File: src/rtl/mem_wb_if.sv
// MEM->WB stage bus: MEM-stage pipeline inputs, data-memory read return,
// register-file write port, hazard and error status.
interface mem_wb_if #(
    parameter int unsigned XLEN    = 32,
    parameter int unsigned RA_BITS = 5
);
    logic               in_valid;
    logic               in_ready;
    logic [RA_BITS-1:0] in_rd;
    logic [1:0]         in_wb_sel;
    logic [XLEN-1:0]    in_alu;
    logic [XLEN-1:0]    in_lui_imm;
    logic [XLEN-1:0]    in_pc4;
    logic [2:0]         in_funct3;
    logic               flush;
    logic [XLEN-1:0]    dmem_rdata;
    logic               dmem_ready;
    logic               err_clr;
    logic               rf_we;
    logic [RA_BITS-1:0] rf_waddr;
    logic [XLEN-1:0]    rf_wdata;
    logic               busy;
    logic [RA_BITS-1:0] busy_rd;
    logic               err;
    logic [1:0]         err_code;

    // Upstream pipeline, memory and register file as seen from outside the stage.
    modport master (
        output in_valid, in_rd, in_wb_sel, in_alu, in_lui_imm, in_pc4, in_funct3, flush,
        output dmem_rdata, dmem_ready, err_clr,
        input  in_ready, rf_we, rf_waddr, rf_wdata, busy, busy_rd, err, err_code
    );

    modport slave (
        input  in_valid, in_rd, in_wb_sel, in_alu, in_lui_imm, in_pc4, in_funct3, flush,
        input  dmem_rdata, dmem_ready, err_clr,
        output in_ready, rf_we, rf_waddr, rf_wdata, busy, busy_rd, err, err_code
    );
endinterface

File: src/rtl/mem_wb_stage.sv
// MEM->WB pipeline stage: selects write-back source, performs aligned loads with a
// ready/timeout handshake, and drives the register-file write port.
module mem_wb_stage #(
    parameter int unsigned XLEN        = 32,
    parameter int unsigned RA_BITS     = 5,
    parameter int unsigned MEM_TIMEOUT = 15
) (
    input  logic  Clock,
    input  logic  Reset,
    input  logic  ClockEnable,
    input  logic  Tick,
    mem_wb_if.slave bus
);
    localparam int unsigned TIMER_BITS = (MEM_TIMEOUT > 2) ? $clog2(MEM_TIMEOUT) : 1;
    localparam logic [TIMER_BITS-1:0] TIMER_LAST = TIMER_BITS'(MEM_TIMEOUT - 1);

    localparam logic [1:0] WB_ALU  = 2'b00;
    localparam logic [1:0] WB_LOAD = 2'b01;
    localparam logic [1:0] WB_LUI  = 2'b10;
    localparam logic [1:0] WB_PC4  = 2'b11;

    localparam logic [2:0] F3_LB  = 3'b000;
    localparam logic [2:0] F3_LH  = 3'b001;
    localparam logic [2:0] F3_LW  = 3'b010;
    localparam logic [2:0] F3_LBU = 3'b100;
    localparam logic [2:0] F3_LHU = 3'b101;

    localparam logic [1:0] ERR_NONE    = 2'b00;
    localparam logic [1:0] ERR_ALIGN   = 2'b01;
    localparam logic [1:0] ERR_TIMEOUT = 2'b10;

    typedef enum logic [0:0] {StRun, StWait} state_e;

    state_e               state_q, state_d;
    logic                 rf_we_q, rf_we_d;
    logic [RA_BITS-1:0]   rf_waddr_q, rf_waddr_d;
    logic [XLEN-1:0]      rf_wdata_q, rf_wdata_d;
    logic                 err_q, err_d;
    logic [1:0]           err_code_q, err_code_d;
    logic [TIMER_BITS-1:0] timer_q, timer_d;
    logic [RA_BITS-1:0]   ld_rd_q, ld_rd_d;
    logic [2:0]           ld_f3_q, ld_f3_d;
    logic [1:0]           ld_addr_q, ld_addr_d;

    logic                 adv;
    logic                 accept;
    logic                 load_bad;
    logic [XLEN-1:0]      sel_data;
    logic [7:0]           ld_byte;
    logic [15:0]          ld_half;
    logic [XLEN-1:0]      ld_data;

    assign adv    = ClockEnable & Tick;
    assign accept = bus.in_valid & bus.in_ready & adv & ~bus.flush;

    assign bus.in_ready = (state_q == StRun);
    assign bus.busy     = (state_q == StWait);
    assign bus.busy_rd  = (state_q == StWait) ? ld_rd_q : '0;
    assign bus.rf_we    = rf_we_q;
    assign bus.rf_waddr = rf_waddr_q;
    assign bus.rf_wdata = rf_wdata_q;
    assign bus.err      = err_q;
    assign bus.err_code = err_code_q;

    always_comb begin
        sel_data = bus.in_alu;
        case (bus.in_wb_sel)
            WB_LUI:  sel_data = bus.in_lui_imm;
            WB_PC4:  sel_data = bus.in_pc4;
            default: sel_data = bus.in_alu;
        endcase
    end

    // Alignment is checked on the incoming address, before any memory handshake.
    always_comb begin
        load_bad = 1'b0;
        case (bus.in_funct3)
            F3_LB, F3_LBU: load_bad = 1'b0;
            F3_LH, F3_LHU: load_bad = bus.in_alu[0];
            F3_LW:         load_bad = |bus.in_alu[1:0];
            default:       load_bad = 1'b1;
        endcase
    end

    assign ld_byte = bus.dmem_rdata[{ld_addr_q, 3'b000} +: 8];
    assign ld_half = bus.dmem_rdata[{ld_addr_q[1], 4'b0000} +: 16];

    always_comb begin
        ld_data = bus.dmem_rdata;
        case (ld_f3_q)
            F3_LB:   ld_data = {{(XLEN-8){ld_byte[7]}}, ld_byte};
            F3_LBU:  ld_data = {{(XLEN-8){1'b0}}, ld_byte};
            F3_LH:   ld_data = {{(XLEN-16){ld_half[15]}}, ld_half};
            F3_LHU:  ld_data = {{(XLEN-16){1'b0}}, ld_half};
            default: ld_data = bus.dmem_rdata;
        endcase
    end

    always_comb begin
        state_d    = state_q;
        rf_we_d    = 1'b0;
        rf_waddr_d = rf_waddr_q;
        rf_wdata_d = rf_wdata_q;
        err_d      = err_q;
        err_code_d = err_code_q;
        timer_d    = timer_q;
        ld_rd_d    = ld_rd_q;
        ld_f3_d    = ld_f3_q;
        ld_addr_d  = ld_addr_q;

        // Clear first so an error raised on this same edge overrides it.
        if (bus.err_clr) begin
            err_d      = 1'b0;
            err_code_d = ERR_NONE;
        end

        case (state_q)
            StRun: begin
                if (accept) begin
                    if (bus.in_wb_sel == WB_LOAD) begin
                        ld_rd_d   = bus.in_rd;
                        ld_f3_d   = bus.in_funct3;
                        ld_addr_d = bus.in_alu[1:0];
                        timer_d   = '0;
                        if (load_bad) begin
                            err_d      = 1'b1;
                            err_code_d = ERR_ALIGN;
                        end else begin
                            state_d = StWait;
                        end
                    end else begin
                        rf_we_d    = (bus.in_rd != '0);
                        rf_waddr_d = bus.in_rd;
                        rf_wdata_d = sel_data;
                    end
                end
            end
            StWait: begin
                if (bus.flush) begin
                    state_d = StRun;
                    timer_d = '0;
                end else if (bus.dmem_ready) begin
                    rf_we_d    = (ld_rd_q != '0);
                    rf_waddr_d = ld_rd_q;
                    rf_wdata_d = ld_data;
                    state_d    = StRun;
                    timer_d    = '0;
                end else if (timer_q == TIMER_LAST) begin
                    err_d      = 1'b1;
                    err_code_d = ERR_TIMEOUT;
                    state_d    = StRun;
                    timer_d    = '0;
                end else begin
                    timer_d = timer_q + TIMER_BITS'(1);
                end
            end
            default: state_d = StRun;
        endcase
    end

    always_ff @(posedge Clock or posedge Reset) begin
        if (Reset) begin
            state_q    <= StRun;
            rf_we_q    <= 1'b0;
            rf_waddr_q <= '0;
            rf_wdata_q <= '0;
            err_q      <= 1'b0;
            err_code_q <= ERR_NONE;
            timer_q    <= '0;
            ld_rd_q    <= '0;
            ld_f3_q    <= '0;
            ld_addr_q  <= '0;
        end else if (adv) begin
            state_q    <= state_d;
            rf_we_q    <= rf_we_d;
            rf_waddr_q <= rf_waddr_d;
            rf_wdata_q <= rf_wdata_d;
            err_q      <= err_d;
            err_code_q <= err_code_d;
            timer_q    <= timer_d;
            ld_rd_q    <= ld_rd_d;
            ld_f3_q    <= ld_f3_d;
            ld_addr_q  <= ld_addr_d;
        end
    end
endmodule

File: src/flat_wrapper.sv
// flat-port wrapper written by rule: the top's interface ports become plain ports
module mem_wb_stage_flat 
#(
    parameter int unsigned XLEN        = 32,
    parameter int unsigned RA_BITS     = 5,
    parameter int unsigned MEM_TIMEOUT = 15
)
  (Clock, Reset, ClockEnable, Tick, bus_in_valid, bus_in_rd, bus_in_wb_sel, bus_in_alu, bus_in_lui_imm, bus_in_pc4, bus_in_funct3, bus_flush, bus_dmem_rdata, bus_dmem_ready, bus_err_clr, bus_in_ready, bus_rf_we, bus_rf_waddr, bus_rf_wdata, bus_busy, bus_busy_rd, bus_err, bus_err_code);
  mem_wb_if #(.XLEN(XLEN), .RA_BITS(RA_BITS)) bus_i ();
  input  logic Clock;
  input  logic Reset;
  input  logic ClockEnable;
  input  logic Tick;
  input wire logic [$bits(bus_i.in_valid)-1:0] bus_in_valid;
  input wire logic [$bits(bus_i.in_rd)-1:0] bus_in_rd;
  input wire logic [$bits(bus_i.in_wb_sel)-1:0] bus_in_wb_sel;
  input wire logic [$bits(bus_i.in_alu)-1:0] bus_in_alu;
  input wire logic [$bits(bus_i.in_lui_imm)-1:0] bus_in_lui_imm;
  input wire logic [$bits(bus_i.in_pc4)-1:0] bus_in_pc4;
  input wire logic [$bits(bus_i.in_funct3)-1:0] bus_in_funct3;
  input wire logic [$bits(bus_i.flush)-1:0] bus_flush;
  input wire logic [$bits(bus_i.dmem_rdata)-1:0] bus_dmem_rdata;
  input wire logic [$bits(bus_i.dmem_ready)-1:0] bus_dmem_ready;
  input wire logic [$bits(bus_i.err_clr)-1:0] bus_err_clr;
  output wire logic [$bits(bus_i.in_ready)-1:0] bus_in_ready;
  output wire logic [$bits(bus_i.rf_we)-1:0] bus_rf_we;
  output wire logic [$bits(bus_i.rf_waddr)-1:0] bus_rf_waddr;
  output wire logic [$bits(bus_i.rf_wdata)-1:0] bus_rf_wdata;
  output wire logic [$bits(bus_i.busy)-1:0] bus_busy;
  output wire logic [$bits(bus_i.busy_rd)-1:0] bus_busy_rd;
  output wire logic [$bits(bus_i.err)-1:0] bus_err;
  output wire logic [$bits(bus_i.err_code)-1:0] bus_err_code;
  assign bus_i.in_valid = bus_in_valid;
  assign bus_i.in_rd = bus_in_rd;
  assign bus_i.in_wb_sel = bus_in_wb_sel;
  assign bus_i.in_alu = bus_in_alu;
  assign bus_i.in_lui_imm = bus_in_lui_imm;
  assign bus_i.in_pc4 = bus_in_pc4;
  assign bus_i.in_funct3 = bus_in_funct3;
  assign bus_i.flush = bus_flush;
  assign bus_i.dmem_rdata = bus_dmem_rdata;
  assign bus_i.dmem_ready = bus_dmem_ready;
  assign bus_i.err_clr = bus_err_clr;
  assign bus_in_ready = bus_i.in_ready;
  assign bus_rf_we = bus_i.rf_we;
  assign bus_rf_waddr = bus_i.rf_waddr;
  assign bus_rf_wdata = bus_i.rf_wdata;
  assign bus_busy = bus_i.busy;
  assign bus_busy_rd = bus_i.busy_rd;
  assign bus_err = bus_i.err;
  assign bus_err_code = bus_i.err_code;
  mem_wb_stage #(.XLEN(XLEN), .RA_BITS(RA_BITS), .MEM_TIMEOUT(MEM_TIMEOUT)) u_core (.Clock(Clock), .Reset(Reset), .ClockEnable(ClockEnable), .Tick(Tick), .bus(bus_i));
endmodule
File: config.mk
export PLATFORM = sky130hd
export DESIGN_NAME = mem_wb_stage_flat
export DESIGN_NICKNAME = d
export VERILOG_FILES = /design/src/rtl/mem_wb_if.sv /design/src/rtl/mem_wb_stage.sv /design/src/flat_wrapper.sv
export SDC_FILE = /design/constraint.sdc
export NUM_CORES = 1
export LEC_CHECK = 0
export BUFFER_PORTS_ARGS = -buffer_cell sky130_fd_sc_hd__buf_4
export CORE_UTILIZATION = 47
export DETAILED_ROUTE_END_ITERATION = 6
export PLACE_DENSITY = 0.82
export SYNTH_ARGS = -nofsm -noshare
export SYNTH_HDL_FRONTEND = slang
export SYNTH_SLANG_ARGS = --single-unit
File: constraint.sdc
create_clock -name Clock -period 2.1 [get_ports Clock]
set_input_delay 0 -clock Clock [delete_from_list [all_inputs] [get_ports Clock]]
set_output_delay 0 -clock Clock [all_outputs]
set_load 0.01 [all_outputs]
==> metrics.md, run 1 <==
| Metric | Value |
|---|---|
| Run status | `completed` |
| Global-route wire length before repair | `21,100 µm` |
| Pre-CTS setup slack | `317 ps` |
| R2R depth | `4` |
| Setup crit end | `u_core.bus.rf_wdata[9]` |
| Worst EP required | `2310 ps` |
| # diodes | `0` |
| Synthesized netlist net count | `587` |
| Period minus WS final | `1960 ps` |
| Top_reg_cell synth | `dfrtp_1` |
| CTS max path bufs | `2` |
| Max VDD drop | `0.000369 V` |
| Final Slew Violations | `0` |
| Leak | `2.62 nW` |
| Total number of vias | `4,372` |
| Post-CTS sizing | `0` |
| DR DRC count | `0` |
| DR WL/cell | `18.7 µm` |
| Fmax | `511 MHz` |
| Antenna violations before repair | `0` |
| Avg Synthesized Cell Area | `8.88 µm²` |
| Setup TNS | `0 ps` |
| First-pass detailed-route iteration total | `5` |
| Worst flop-to-flop path startpoint | `u_core.bus.busy` |
| Post-CTS setup buffers | `0` |
| Io pins | `194` |
| Max incr delay on CP | `660 ps` |
| EDFF count, synth | `0` |
| Endpoint type of the worst setup path | `register` |
| Asr flop ratio synth | `100%` |
| Proportion of layout cells with a drive suffix above 1 | `39.9%` |
| CTS root buf | `clkbuf_8` |
| Area growth syn-to-layout | `44.5%` |
| Cts bufs inserted | `5` |
| Synth unique cells | `53` |
| Hpwl dp | `10,300 µm` |
| CTS Hold Bufs | `14` |
| Fillcell total | `643` |
| Final worst path period share | `93.2%` |
| Die Y | `93.1 µm` |
| Slew headroom | `56.3%` |
| Tot GR Track Use | `31.1%` |
| Port Buffers | `193` |
| Hold Worst Slack | `5.71 ps` |
| Die area | `8670 µm²` |
| Final setup violation count | `0` |
| Worst skew pair latency | `310 ps` |
| CTS tree | `built` |
| Worst Skew | `8.24 ps` |
| Reg2reg setup slack | `240 ps` |
| Crit-path cells | `dlygate4sd3_1 > buf_4 > nand3b_4 > nor2_1 > o221ai_1 > o311ai_1` |
| Critical path class | `primary input to register` |
| Final ANT Viol Nets | `0` |
| RSZ-0062 raised after global routing | `false` |
| RD Place Congestion | `0.948` |
| Final hold vios | `0` |
| Area of the multi-input gates | `2280 µm²` |
| Routed wire length | `13,700 µm` |
| Yosys reg bits | `56` |
| Core ar. | `7890 µm²` |
| Startpoint Class | `primary input` |
| Die Wd | `93.1 µm` |
| Worst R2R End | `u_core.bus.rf_wdata[31]` |
| Worst Path Max Fanout | `38` |
| Slack of the critical path | `143 ps` |
| Clock Sinks | `56` |
| Worst-Margin Slew | `653 ps` |
| Vias in the first global route | `4,301` |
| Hold Path Class | `primary input to register` |
| Register area | `1400 µm²` |
| Final nets | `774` |
| DR vias/cell | `6.00` |
| CP max-delay cell | `nor2_1` |
| CTS H-tree depth | `2` |
| Cells after Synth | `439` |
| # rows | `32` |
| Pwr dens | `651 nW/µm²` |
| Clk slew on worst S/H paths | `110 ps` |
| Overflow after GRT | `0` |
| Initial core utilization | `49.4%` |
| Max-capacitance violation count | `0` |
| Initial DRC count | `219` |
| Sequential area share after synthesis | `35.9%` |
| Critical Path AT | `2170 ps` |
| Netlist Area Pre-Place | `3900 µm²` |
| Yosys Warn Count | `0` |
| Crit path from | `bus_flush` |
| Largest net degree at the start of global routing | `39` |
cell families after synthesis:
logic type                 share of synthesized area, %
AOI/OAI and AO/OA                                  30.3
adders and majority gates                         0.642
buffers and inverters                              5.81
DFF                                                35.9
muxes                                              15.1
and+or+nand+nor                                    12.2
critical path, delay by kind of cell:
kind,cells,cell delay (ps)
buf+inv,2,700
compound gates,2,380
simple gates,2,1080
cell usage after synthesis (5+ instances only):
master / instances / area, µm²
nand2_1: 44 / 165
mux2i_1: 26 / 260
buf_2: 10 / 50.1
o211ai_1: 7 / 52.6
nor2_1: 14 / 52.6
o221ai_1: 8 / 70.1
o22ai_1: 17 / 106
and2_1: 5 / 31.3
o21ai_1: 14 / 70.1
o21ai_0: 55 / 275
inv_1: 8 / 30.0
dfrtp_1: 56 / 1400
a21oi_1: 30 / 150
mux2_2: 16 / 180
mux2_4: 10 / 150
a211oi_1: 5 / 37.5
a31oi_1: 9 / 56.3
o311ai_1: 8 / 70.1
clkbuf_1: 23 / 86.3
o31ai_1: 16 / 120
layer usage:
metal  vias up  share of wire, %  GRT usage (%)
met4         0               2.2           10.9
met2       231                50           53.4
met5         -                 0              0
met3        22               6.4           3.90
li1       2037                 -              -
met1      2082                41           40.2
layout make-up:
cell class | instances | share of cell area, %
Clock buffer | 6 | 1.47
Clock inverter | 2 | 0.266
Inverter | 11 | 0.733
Multi-Input combinational cell | 333 | 40.4
Sequential cell | 56 | 24.9
Tap cell | 102 | 2.26
Timing Repair Buffer | 219 | 30.0
report_power, final:
group	internal (W)	switching (W)
clock	0.000268	0.000368
sequential	0.00130	0.000161
combinational	0.000793	0.000773
stage by stage:
stage          util, %  power (W)  cell area (µm²)  cells
3_3_place_gp      68.4    0.00298             5400    707
3_5_place_dp      68.4    0.00301             5400    707
6_report          71.4    0.00367             5640    729
2_1_floorplan        -    0.00227             3900    439
4_1_cts           71.4    0.00366             5640    729
5_1_grt           71.4    0.00386             5640    729
worst min path at each step:
stage,cells past startpoint,slack (ps),start,endpoint
after CTS,3,1,bus_dmem_rdata[9],u_core.bus.rf_wdata[9]
after detailed placement,2,-110,Reset,u_core.timer_q[0]
after floorplan,1,150,bus_in_alu[0],u_core.ld_addr_q[0]
after global routing,3,4,bus_dmem_rdata[15],u_core.bus.rf_wdata[15]
final,3,6,bus_dmem_rdata[9],u_core.bus.rf_wdata[9]
after global placement,2,-110,Reset,u_core.timer_q[0]
flip-flops by register name, indices dropped and copies added (netlist names):
register             flops
u_core.ld_addr_q         2
u_core.bus.err           1
u_core.bus.rf_wdata     32
u_core.bus.rf_we         1
u_core.timer_q           4
u_core.ld_rd_q           5
u_core.bus.rf_waddr      5
u_core.ld_f3_q           3
u_core.bus.busy          1
u_core.bus.err_code      2
cell usage in the layout, fill, tap and decap left out, drive strengths merged, types with 4 or more instances in the layout:
master	instances
inv	11
mux2i	26
o21ai	69
dlygate4sd3	14
and2	5
a31oi	9
nand2	44
buf	205
clkbuf	6
a211oi	5
o22ai	19
dfrtp	56
o211ai	7
a32oi	4
o221ai	8
nor2	14
o311ai	8
a21oi	30
mux2	26
o31ai	16
No activity file was read; power rests on OpenSTA's default activity.
==> run 2: changes to the inputs <==
Settings changed: SETUP_SLACK_MARGIN set to 0.4.
==> run 2 against run 1 <==
Critical path depth shrank 3. Clock power is essentially flat. Sequential share of layout area shrank 0.22 points. Fmax grew 17%. Utilization grew 0.90 points. Sequential power is essentially flat. Largest power group unchanged. Largest cell class unchanged. Critical path type is now register to register.
==> metrics.md, run 2 (synthesis results as in run 1) <==
| Metric | Value |
|---|---|
| Run status | `completed` |
| Area growth syn-to-layout | `46.3%` |
| CTS H-tree depth | `2` |
| Placed inst area | `5400 µm²` |
| Worst skew pair latency | `310 ps` |
| Die area | `8670 µm²` |
| Startpoint Class | `register` |
| Io pins | `194` |
| Fin util | `72.4%` |
| Cts bufs inserted | `5` |
| Initial DRC count | `223` |
| Proportion of layout cells with a drive suffix above 1 | `41.8%` |
| Post-route cell area | `5710 µm²` |
| Crit-path cells | `nor2b_2 > or3b_4 > mux2_4` |
| Routed wire length | `13,800 µm` |
| Tot GR Track Use | `31.2%` |
| Worst R2R End | `u_core.ld_addr_q[0]` |
| R2R depth | `3` |
| CTS max path bufs | `2` |
| Worst-Margin Slew | `663 ps` |
| Final hold vios | `0` |
| CTS root buf | `clkbuf_8` |
| Hold Startpoint | `bus_dmem_rdata[9]` |
| Worst flop-to-flop path startpoint | `u_core.bus.busy` |
| Final nets | `776` |
| First-pass detailed-route iteration total | `4` |
| Max-capacitance violation count | `0` |
| # rows | `32` |
| DR DRC count | `0` |
| RD Place Congestion | `0.948` |
| Worst Path Max Fanout | `12` |
| Commonest non-fill, non-tap cell in the layout | `buf_4` |
| Pwr dens | `653 nW/µm²` |
| Leak | `2.64 nW` |
| Slew headroom | `55.6%` |
| Critical path class | `register to register` |
| Initial core utilization | `49.4%` |
| Final setup violation count | `0` |
| Global-route wire length before repair | `21,200 µm` |
| Final Power | `0.00373 W` |
| Overflow after GRT | `0` |
| Worst Skew | `13.9 ps` |
| Crit-path leading delay family | `simple AND/OR/NAND/NOR gates` |
| Hold Crit Endpoint | `u_core.bus.rf_wdata[9]` |
| Worst path bufs/invs | `0` |
| Period minus WS final | `1680 ps` |
| RSZ-0062 raised after global routing | `true` |
| Total number of vias | `4,419` |
| DR vias/cell | `6.05` |
| Largest net degree at the start of global routing | `39` |
| Worst hold path depth | `3` |
| Slack of the critical path | `423 ps` |
| Core ar. | `7890 µm²` |
| Commonest cells after routing, fill and taps aside | `buf_4, o21ai_0, dfrtp_1` |
| Fmax | `596 MHz` |
| Clock Sinks | `56` |
| Vias in the first global route | `4,306` |
| Hold Path Class | `primary input to register` |
| Antenna violations before repair | `0` |
| Max reg flops | `32` |
| Port Buffers | `193` |
| Clk slew on worst S/H paths | `110 ps` |
| # diodes | `0` |
| Critical Path AT | `1870 ps` |
| Worst EP required | `2300 ps` |
| Pre-CTS setup slack | `317 ps` |
| Die Y | `93.1 µm` |
| Setup TNS | `0 ps` |
| Final ANT Viol Nets | `0` |
| Reg2reg setup slack | `420 ps` |
| Max VDD drop | `0.000355 V` |
| DR WL/cell | `18.8 µm` |
| CTS tree | `built` |
| Final worst path period share | `79.9%` |
| Die Wd | `93.1 µm` |
| CP max-delay cell | `or3b_4` |
| Hpwl dp | `10,300 µm` |
| Max incr delay on CP | `540 ps` |
| Endpoint type of the worst setup path | `register` |
| Final Slew Violations | `0` |
==> run 2: cell count changes in the layout (fill, tap and decap cells not counted), moves of 2 or more <==
cell     previous run  this run
buf_6               0         2
buf_4             204       202
dfrtp_2             0         4
mux2i_2             0         2
mux2i_1            26        24
dfrtp_1            56        52
==> run 2: routing by layer <==
metal | part of all wire (%) | global-route usage [%] | vias to the layer above | routed length, µm
met5 | 0 | 0 | - | 0
met4 | 2.1 | 10.6 | 0 | 289
met3 | 6.4 | 3.90 | 22 | 874
met2 | 50 | 53.7 | 233 | 6860
met1 | 42 | 40.3 | 2120 | 5730
li1 | - | - | 2044 | -
==> run 2: per-stage QoR <==
| step | std cells | hold WS (ps) |
|---|---|---|
| 2_1_floorplan | 439 | 149 |
| 3_3_place_gp | 707 | -113 |
| 3_5_place_dp | 707 | -108 |
| 4_1_cts | 730 | 1.43 |
| 5_1_grt | 731 | 9.40 |
| 6_report | 731 | 5.22 |
==> run 2: cell type report <==
class / count / area [µm²]
clock buffer: 6 / 82.6
clock inverter: 2 / 15.0
fill: 633 / 2180
inverter: 11 / 43.8
multi-input combinational: 333 / 2310
sequential: 56 / 1410
tap: 102 / 128
timing repair buffer: 221 / 1720
==> run 2: where the power goes <==
group | switching [W] | leakage (nW) | internal, W
Sequential | 0.000162 | 0.703 | 0.00131
Combinational | 0.000788 | 1.89 | 0.000833
Clock | 0.000370 | 0.0434 | 0.000268
Total | 0.00132 | 2.64 | 0.00241
==> run 2: worst max path at each step <==
stage	from	endpoint	slack (ps)	cells past startpoint
2_1_floorplan	u_core.bus.busy	u_core.ld_addr_q[0]	480	4
4_1_cts	u_core.bus.busy	u_core.bus.rf_wdata[11]	410	5
5_1_grt	u_core.ld_f3_q[0]	u_core.bus.rf_wdata[19]	380	5
6_report	u_core.bus.busy	u_core.ld_addr_q[0]	420	3
3_5_place_dp	u_core.bus.busy	u_core.bus.rf_wdata[31]	320	4
3_3_place_gp	u_core.ld_f3_q[0]	u_core.bus.rf_wdata[25]	380	4
==> run 2: repair_timing <==
action | 4_1_cts | 5_1_grt
hold buffers | 14 | 0
endpoints found under the hold margin | 71 | 0
setup endpoints to repair | 34 | 29
pin swaps | 1 | 6
setup buffers | 1 | 1
resized for setup | 5 | 12
==> run 2: worst min-delay path, delay by kind of cell <==
kind | cells | cell delay (ps)
AO/OA/AOI/OAI | 2 | 200
buffers and inverters | 1 | 90
